File: src/rtl/coll_pair_sched.sv
// Pair sequencer for coll_det: scans all i<j object pairs, one per cycle, queueing colliding pairs.
// Latency N_OBJ*(N_OBJ-1)/2 scan cycles plus stalls; done pulses two cycles after the last sample if the hit FIFO is empty.
// Backpressure: a full hit FIFO with trial=1 holds the current pair; optional COLL_SCAN_MASK_EN adds obj_active masking.
module coll_pair_sched #(
    parameter int N_OBJ      = 8,
    parameter int IDX_W      = 3,
    parameter int FIFO_DEPTH = 4
) (
    input  logic             clk,
    input  logic             rst,
    input  logic             wr_en,
    input  logic [IDX_W-1:0] wr_idx,
    input  logic [15:0]      wr_x,
    input  logic [15:0]      wr_y,
    input  logic [15:0]      wr_vx,
    input  logic [15:0]      wr_vy,
    input  logic [31:0]      r_thresh,
    input  logic             start,
    output logic             busy,
    output logic             done,
    output logic [15:0]      x1,
    output logic [15:0]      y1,
    output logic [15:0]      vx1,
    output logic [15:0]      vy1,
    output logic [15:0]      x2,
    output logic [15:0]      y2,
    output logic [15:0]      vx2,
    output logic [15:0]      vy2,
    output logic [31:0]      R,
    input  logic             trial,
`ifdef COLL_SCAN_MASK_EN
    input  logic [N_OBJ-1:0] obj_active,
`endif
    output logic             hit_valid,
    input  logic             hit_ready,
    output logic [IDX_W-1:0] hit_i,
    output logic [IDX_W-1:0] hit_j,
    output logic [15:0]      hit_count
);

    localparam int PTR_W = $clog2(FIFO_DEPTH);

    typedef enum logic [1:0] {IDLE, SCAN, DRAIN, DONE} state_t;

    typedef struct packed {
        logic [15:0] x;
        logic [15:0] y;
        logic [15:0] vx;
        logic [15:0] vy;
    } obj_t;

    typedef struct packed {
        logic [IDX_W-1:0] i;
        logic [IDX_W-1:0] j;
    } pair_t;

    state_t           state_q, state_d;
    obj_t             obj_q [N_OBJ];
    obj_t             obj_d [N_OBJ];
    obj_t             p1_q, p2_q;
    logic [IDX_W-1:0] i_q, i_d, j_q, j_d;
    logic [31:0]      r_q, r_d;
    logic [15:0]      cnt_q, cnt_d;
    logic             load_pair, push, pop, full, pair_act;

    pair_t            mem_q [FIFO_DEPTH];
    logic [PTR_W-1:0] wr_ptr_q, rd_ptr_q;
    logic [PTR_W:0]   occ_q;

`ifdef COLL_SCAN_MASK_EN
    logic [N_OBJ-1:0] act_q, act_d;
    assign pair_act = act_q[i_q] & act_q[j_q];
`else
    assign pair_act = 1'b1;
`endif

    assign full      = (occ_q == (PTR_W+1)'(FIFO_DEPTH));
    assign hit_valid = (occ_q != '0);
    assign pop       = hit_valid & hit_ready;
    assign hit_i     = mem_q[rd_ptr_q].i;
    assign hit_j     = mem_q[rd_ptr_q].j;

    // Writes land in obj_d so a start in the same cycle already sees them.
    always_comb begin
        for (int k = 0; k < N_OBJ; k++) begin
            obj_d[k] = obj_q[k];
            if (wr_en && state_q == IDLE && wr_idx == IDX_W'(k)) begin
                obj_d[k] = '{x: wr_x, y: wr_y, vx: wr_vx, vy: wr_vy};
            end
        end
    end

    always_comb begin
        state_d   = state_q;
        i_d       = i_q;
        j_d       = j_q;
        r_d       = r_q;
        cnt_d     = cnt_q;
        load_pair = 1'b0;
        push      = 1'b0;
`ifdef COLL_SCAN_MASK_EN
        act_d     = act_q;
`endif
        case (state_q)
            IDLE: begin
                if (start) begin
                    r_d       = r_thresh;
                    i_d       = '0;
                    j_d       = IDX_W'(1);
                    cnt_d     = '0;
                    load_pair = 1'b1;
                    state_d   = SCAN;
`ifdef COLL_SCAN_MASK_EN
                    act_d     = obj_active;
`endif
                end
            end
            SCAN: begin
                if (!(trial && pair_act && full)) begin
                    if (trial && pair_act) begin
                        push = 1'b1;
                        if (cnt_q != 16'hFFFF) cnt_d = cnt_q + 16'd1;
                    end
                    if (i_q == IDX_W'(N_OBJ-2) && j_q == IDX_W'(N_OBJ-1)) begin
                        state_d = DRAIN;
                    end else begin
                        load_pair = 1'b1;
                        if (j_q < IDX_W'(N_OBJ-1)) begin
                            j_d = j_q + IDX_W'(1);
                        end else begin
                            i_d = i_q + IDX_W'(1);
                            j_d = i_q + IDX_W'(2);
                        end
                    end
                end
            end
            DRAIN: if (!hit_valid) state_d = DONE;
            DONE:  state_d = IDLE;
            default: state_d = IDLE;
        endcase
    end

    always_ff @(posedge clk or posedge rst) begin
        if (rst) begin
            state_q <= IDLE;
            for (int k = 0; k < N_OBJ; k++) obj_q[k] <= '0;
            p1_q    <= '0;
            p2_q    <= '0;
            i_q     <= '0;
            j_q     <= '0;
            r_q     <= '0;
            cnt_q   <= '0;
`ifdef COLL_SCAN_MASK_EN
            act_q   <= '0;
`endif
        end else begin
            state_q <= state_d;
            for (int k = 0; k < N_OBJ; k++) obj_q[k] <= obj_d[k];
            i_q     <= i_d;
            j_q     <= j_d;
            r_q     <= r_d;
            cnt_q   <= cnt_d;
`ifdef COLL_SCAN_MASK_EN
            act_q   <= act_d;
`endif
            if (load_pair) begin
                p1_q <= obj_d[i_d];
                p2_q <= obj_d[j_d];
            end
        end
    end

    // Full is evaluated on current occupancy, so a same-cycle pop never makes room for a push.
    always_ff @(posedge clk or posedge rst) begin
        if (rst) begin
            for (int k = 0; k < FIFO_DEPTH; k++) mem_q[k] <= '0;
            wr_ptr_q <= '0;
            rd_ptr_q <= '0;
            occ_q    <= '0;
        end else begin
            if (push) begin
                mem_q[wr_ptr_q] <= '{i: i_q, j: j_q};
                wr_ptr_q        <= wr_ptr_q + PTR_W'(1);
            end
            if (pop) rd_ptr_q <= rd_ptr_q + PTR_W'(1);
            case ({push, pop})
                2'b10:   occ_q <= occ_q + (PTR_W+1)'(1);
                2'b01:   occ_q <= occ_q - (PTR_W+1)'(1);
                default: occ_q <= occ_q;
            endcase
        end
    end

    assign busy      = (state_q != IDLE);
    assign done      = (state_q == DONE);
    assign x1        = p1_q.x;
    assign y1        = p1_q.y;
    assign vx1       = p1_q.vx;
    assign vy1       = p1_q.vy;
    assign x2        = p2_q.x;
    assign y2        = p2_q.y;
    assign vx2       = p2_q.vx;
    assign vy2       = p2_q.vy;
    assign R         = r_q;
    assign hit_count = cnt_q;

endmodule

File: config.mk
export PLATFORM = sky130hd
export DESIGN_NAME = coll_pair_sched
export DESIGN_NICKNAME = d
export VERILOG_FILES = /design/src/rtl/coll_pair_sched.sv
export SDC_FILE = /design/constraint.sdc
export NUM_CORES = 2
export LEC_CHECK = 0
export ABC_AREA = 1
export ABC_CLOCK_PERIOD_IN_PS = 23500
export BUFFER_PORTS_ARGS = -buffer_cell sky130_fd_sc_hd__buf_2
export CAP_MARGIN = 20
export CORE_MARGIN = 10
export CORE_UTILIZATION = 30
export CTS_BUF_LIST = sky130_fd_sc_hd__clkbuf_4
export DETAILED_ROUTE_END_ITERATION = 7
export HOLD_SLACK_MARGIN = 0.15
export RECOVER_POWER = 50
export SETUP_SLACK_MARGIN = 0.3
export SYNTH_ARGS = -nofsm -noshare
export SYNTH_HDL_FRONTEND = slang
export SYNTH_SLANG_ARGS = --single-unit
File: constraint.sdc
create_clock -name clk -period 23.5 [get_ports clk]
set_input_delay 1.175 -clock clk [delete_from_list [all_inputs] [get_ports clk]]
set_output_delay 1.175 -clock clk [all_outputs]
set_load 0.03 [all_outputs]
# After elaboration in Yosys (flattened, before gate mapping)
# Cells that the tools add are included.
# W data, S select, Z words.
[totals] regBits=727 output_inout_bits=185 elab_cells=166
[op_classes] addsub=8 magnitude_cmp=6 eq_ne=22 n_mux=48 bitwise=5 n_reduce_logical=21
[ops] operator="$mux W64" n=12
[ops] operator="$bmux W64 S3" n=2
[ops] operator="$mux W16" n=4
[ops] operator="$pmux W16 S2" n=1
[ops] operator="$bwmux W24" n=1
[ops] operator="$mux W3" n=8
[ops] operator="$eq A3 B3 Y1 const B" n=7
[ops] operator="$mux W6" n=3
[ops] operator="$pmux W3 S2" n=3
[ops] operator="$add A16 B1 Y16 const B" n=1
[ops] operator="$ne A16 B16 Y1 const B" n=1
[ops] operator="$bmux W6 S2" n=1
[ops] operator="$demux W6 S2" n=1
[ops] operator="$logic_and A1 B1 Y1" n=12
[ops] operator="$ne A2 B2 Y1 const B" n=6
[ops] operator="$add A3 B1 Y3 const B" n=3
[ops] operator="$ge A4 B4 Y1 const B" n=2
[ops] operator="$mux W2" n=4
[ops] operator="$not A3 Y4" n=2
[ops] operator="$pmux W2 S4" n=1
[ops] operator="$eq A2 B2 Y1 const B" n=3
[ops] operator="$eq A3 B2 Y1 const B" n=2
[ops] operator="$ge A3 B3 Y1 const B" n=2
[ops] operator="$mux W1" n=6
[ops] operator="17 further kinds" n=22

# Depth between registers and ports, before layout
[logic_depth] depth_word=9 ltp_mapped=15 mapped_depth_nobuf=13

# Worst setup path before layout
# Ideal clock, no wire load.
[synth_timing] kind="input -> register" start="input port trial" end="register p1_q (netlist bit vy1[0])" setup_ns=0.118 arrival_ns=2.444 required_ns=23.382 path_slack_ns=20.938 path_stages=10 cell_sequence="nand3_2 nand3_2 o21ai_2 buf_2 clkbuf_1 nand3_1 nand3_1 nand3_1 nand3_1 nand2_1"
[synth_between] elab_chain_cells=7 word_cells_on_any_way=9 cone_classes="7 x mux; 1 x bitwise; 1 x reduce/logical"
[synth_rtl] item="from (decl)" line_no="30" rtl="input logic trial,"
[synth_rtl] item="$logic_and A1 B1 Y1 *" line_no="119" rtl="if (!(trial && pair_act && full)) begin"
[synth_rtl] item="$mux W3" line_no="119"
[synth_rtl] item="$pmux W3 S2" line_no="104" rtl="case (state_q)"
[synth_rtl] item="$not A3 Y4 (not written as such)" line_no="167" rtl="p1_q <= obj_d[i_d];"
[synth_rtl] item="$bmux W64 S3" line_no="167"
[synth_rtl] item="$mux W64 (not written as such) (2 in series)" line_no="167"
[synth_rtl] item="to (signal assigned)" line_no="167"
[synth_rtl] item="to (decl)" line_no="60" rtl="obj_t p1_q, p2_q;"
# Every way passes the cells marked *; elsewhere a longest branch is shown, timed or not. The select of a mux whose other input is x is not followed.
# A chain may end at the register's enable or synchronous reset.

==> impl_metrics.json <==
{
  "synth.distinct_cells": 34,
  "antenna_left": 0,
  "violations": "max-capacitance violations, max-slew violations",
  "slowest_delay_ns": 5.70,
  "cts_max_level": 4,
  "cts.clk_slew.worst_paths_ns": 0.06,
  "die_width_um": 386,
  "num_rows": 134,
  "setup_viol": 0,
  "grt_pass1_vias": 37300,
  "met2_length_mm": 64.4,
  "crit_fanout": 146,
  "sw_frac_of_total_pct": 50.4,
  "num-nets-final": 6003,
  "worstMarginPinSlew_ns": 7.91,
  "p_int_w": 0.00358,
  "timing.final.ws_setup_ns": 11.82,
  "clkPwrFrac_pct": 17.3,
  "outcome": "finished, violations left",
  "period_share_pct": 49.7,
  "min_path_type": "in2reg",
  "grt_overflow_total": 0,
  "place_congestion": 0.814,
  "p_sw_w": 0.00364,
  "max_cap_viol_count": 15,
  "cp.buffers_inverters": 6,
  "syn_area_per_cell_um2": 7.05,
  "grt_pass1_wl_mm": 219,
  "io_pins": 290,
  "cts_buffer_depth": 3,
  "routed_wl_mm": 142,
  "hold_violations": 0,
  "cts_tree": "yes",
  "firstDrtPassIters": 6,
  "power.density_nw_per_um2": 158,
  "yosys_warnings": 0,
  "final_cell_mix": "nand3_1 (1422), nand2_1 (1385), inv_1 (1061)",
  "path_cells": "dlygate4sd3_1 > buf_2 > clkinvlp_2 > clkbuf_1 > buf_4 > buf_4",
  "dpl.hpwl_mm": 76.7,
  "n_fill_cell": 14500,
  "comb_power_share_pct": 54.6,
  "seqPwrFrac_pct": 28.1,
  "path_delay_family": "buffers and inverters",
  "synth_fp_nets": 5836,
  "dr_wl_met3_mm": 12.8,
  "clock_latency_ns": 1.18,
  "crit_arrival_ns": 12.80,
  "slew_headroom_pct": -427,
  "root_buffer": "clkbuf_4",
  "timing.fmax_ghz": 0.0856,
  "multi_input_area_um2": 16400,
  "core-area_um2": 133000,
  "final_common_cell": "nand3_1",
  "dp.cells": 7416,
  "slowest_stage": "clkbuf_1",
  "regMostFlops": "obj_q",
  "leakagePower_nw": 22.7,
  "finClkSkew_ns": 0.0967,
  "place_ws_ns": 17.82,
  "cp_data_required_time_ns": 24.62,
  "yosysSeqAreaShare_pct": 45.2,
  "largest_register_ffs": 512,
  "drt-vias-per-instance": 4.95,
  "setup_tns_ns": 0,
  "path_common_cell": "buf_4",
  "antenna_found_initial": 38,
  "drive_gt1_share_pct": 10.5,
  "io_buffers": 289,
  "dieHeight_um": 386,
  "cp-start-kind": "input port",
  "fin_cells": 7822,
  "wl_per_cell_um": 18.1,
  "syn2layout_area_growth_pct": 13.2,
  "criticalPathCategory": "in2async",
  "met1_length_mm": 59.4,
  "drtIter0Drc": 3756,
  "grt_max_degree": 176,
  "cts_buffers": 200,
  "cts_setup_buffers": 0,
  "track_usage_pct": 18.2,
  "endpoint_kind": "async pin",
  "start_util_pct": 30.2,
  "maxUsedRoutingLayer": "met5",
  "clock_sink_count": 727,
  "rsz0062_at_grt": "no",
  "ir_drop_mv": 0.145,
  "vias": 38700,
  "drcViolationCount": 0,
  "die_area_um2": 149000,
  "period_minus_slack_ns": 11.68,
  "seq_area_um2": 18200,
  "slew_violations": 968,
  "syn_area_um2": 40300,
  "syn_inst": 5716,
  "ys_ff_latch": 727
}
==> power groups by stage <==
| stage | clock [W] | sequential, W | combinational [W] |
|---|---|---|---|
| global route | 0.00136 | 0.00209 | 0.00437 |
| floorplan | 0 | 0.00229 | 0.00254 |
| global placement | 0 | 0.00203 | 0.00386 |
| detailed placement | 0 | 0.00205 | 0.00390 |
| CTS | 0.00130 | 0.00203 | 0.00392 |
| finish | 0.00125 | 0.00203 | 0.00394 |
==> area by class of cell <==
class | count | share of cell area (%)
Sequential cell | 727 | 39.9
Multi-Input combinational cell | 3517 | 35.9
Inverter | 1067 | 8.82
Clock buffer | 313 | 5.15
Tap cell | 1768 | 4.85
Timing Repair Buffer | 370 | 4.49
Clock inverter | 44 | 0.853
Antenna cell | 16 | 0.0878
==> routing by layer <==
layer	vias up	GRT usage, %
li1	18400	-
met1	18100	23.0
met4	30	8.01
met2	1781	29.1
met5	-	0
met3	375	4.90
==> stage by stage <==
step                area [um^2]  util (%)  total power [W]  hold WS (ns)
finish                    45600      34.2          0.00722         0.396
global route              45600      34.2          0.00781         0.315
CTS                       45800      34.3          0.00725         0.212
detailed placement        42700      32.0          0.00595         0.461
global placement          42700      32.0          0.00588         0.460
floorplan                 40300         -          0.00483         0.448
==> tightest hold or removal path: cells and delay by family <==
family	cells	cell delay, ns
simple gates	1	0.14
buf+inv	1	0.12
xor+xnor	1	0.08
==> synthesized netlist by cell type, drive strengths merged <==
cell	number	area, um^2
nand4	5	31.3
xor2	15	131
mux2	32	360
nand3	1425	7150
clkbuf	183	687
buf	222	1120
o21ai	567	2850
a22oi	1	7.51
ha	14	175
nand2	1390	5230
nor2	42	165
nor3	4	20.0
dfrtp	727	18200
nand3b	1	7.51
a21oi	5	28.8
o22ai	6	37.5
inv	1067	4010
or2	1	6.26
nor4	2	12.5
fa	1	20.0
a21boi	1	7.51
o211ai	1	7.51
nor3b	1	12.5
xnor2	3	26.3
==> repair_timing <==
action / CTS / global route
resized for setup: 0 / 0
endpoints found under the setup margin: 0 / 0
hold endpoints to repair: 113 / 0
hold buffers: 33 / 0
==> path summary, 6_finish.rpt <==
| check | slack [ns] | to | cells past startpoint | from |
|---|---|---|---|---|
| setup / recovery | 11.82 | obj_q[33] | 6 | rst |
| setup reg to reg | 15.25 | y1[8] | 12 | state_q[1] |
| hold / removal | 0.40 | wr_ptr_q[0] | 3 | trial |
| min in group asynchronous | 2.16 | x1[6] | 3 | rst |
| hold reg to reg | 0.48 | x1[3] | 2 | x1[3] |
| max in group clk | 15.25 | y1[8] | 12 | state_q[1] |
==> cells by family after synthesis <==
group	share of synthesized area [%]
AND/OR/NAND/NOR	31.3
XOR/XNOR	0.391
buffers and inverters	14.4
flip-flops	45.2
multiplexers	0.894
adder cells (fa/ha/maj)	0.484
AO/OA/AOI/OAI	7.29
No activity file was read; power rests on OpenSTA's default activity.
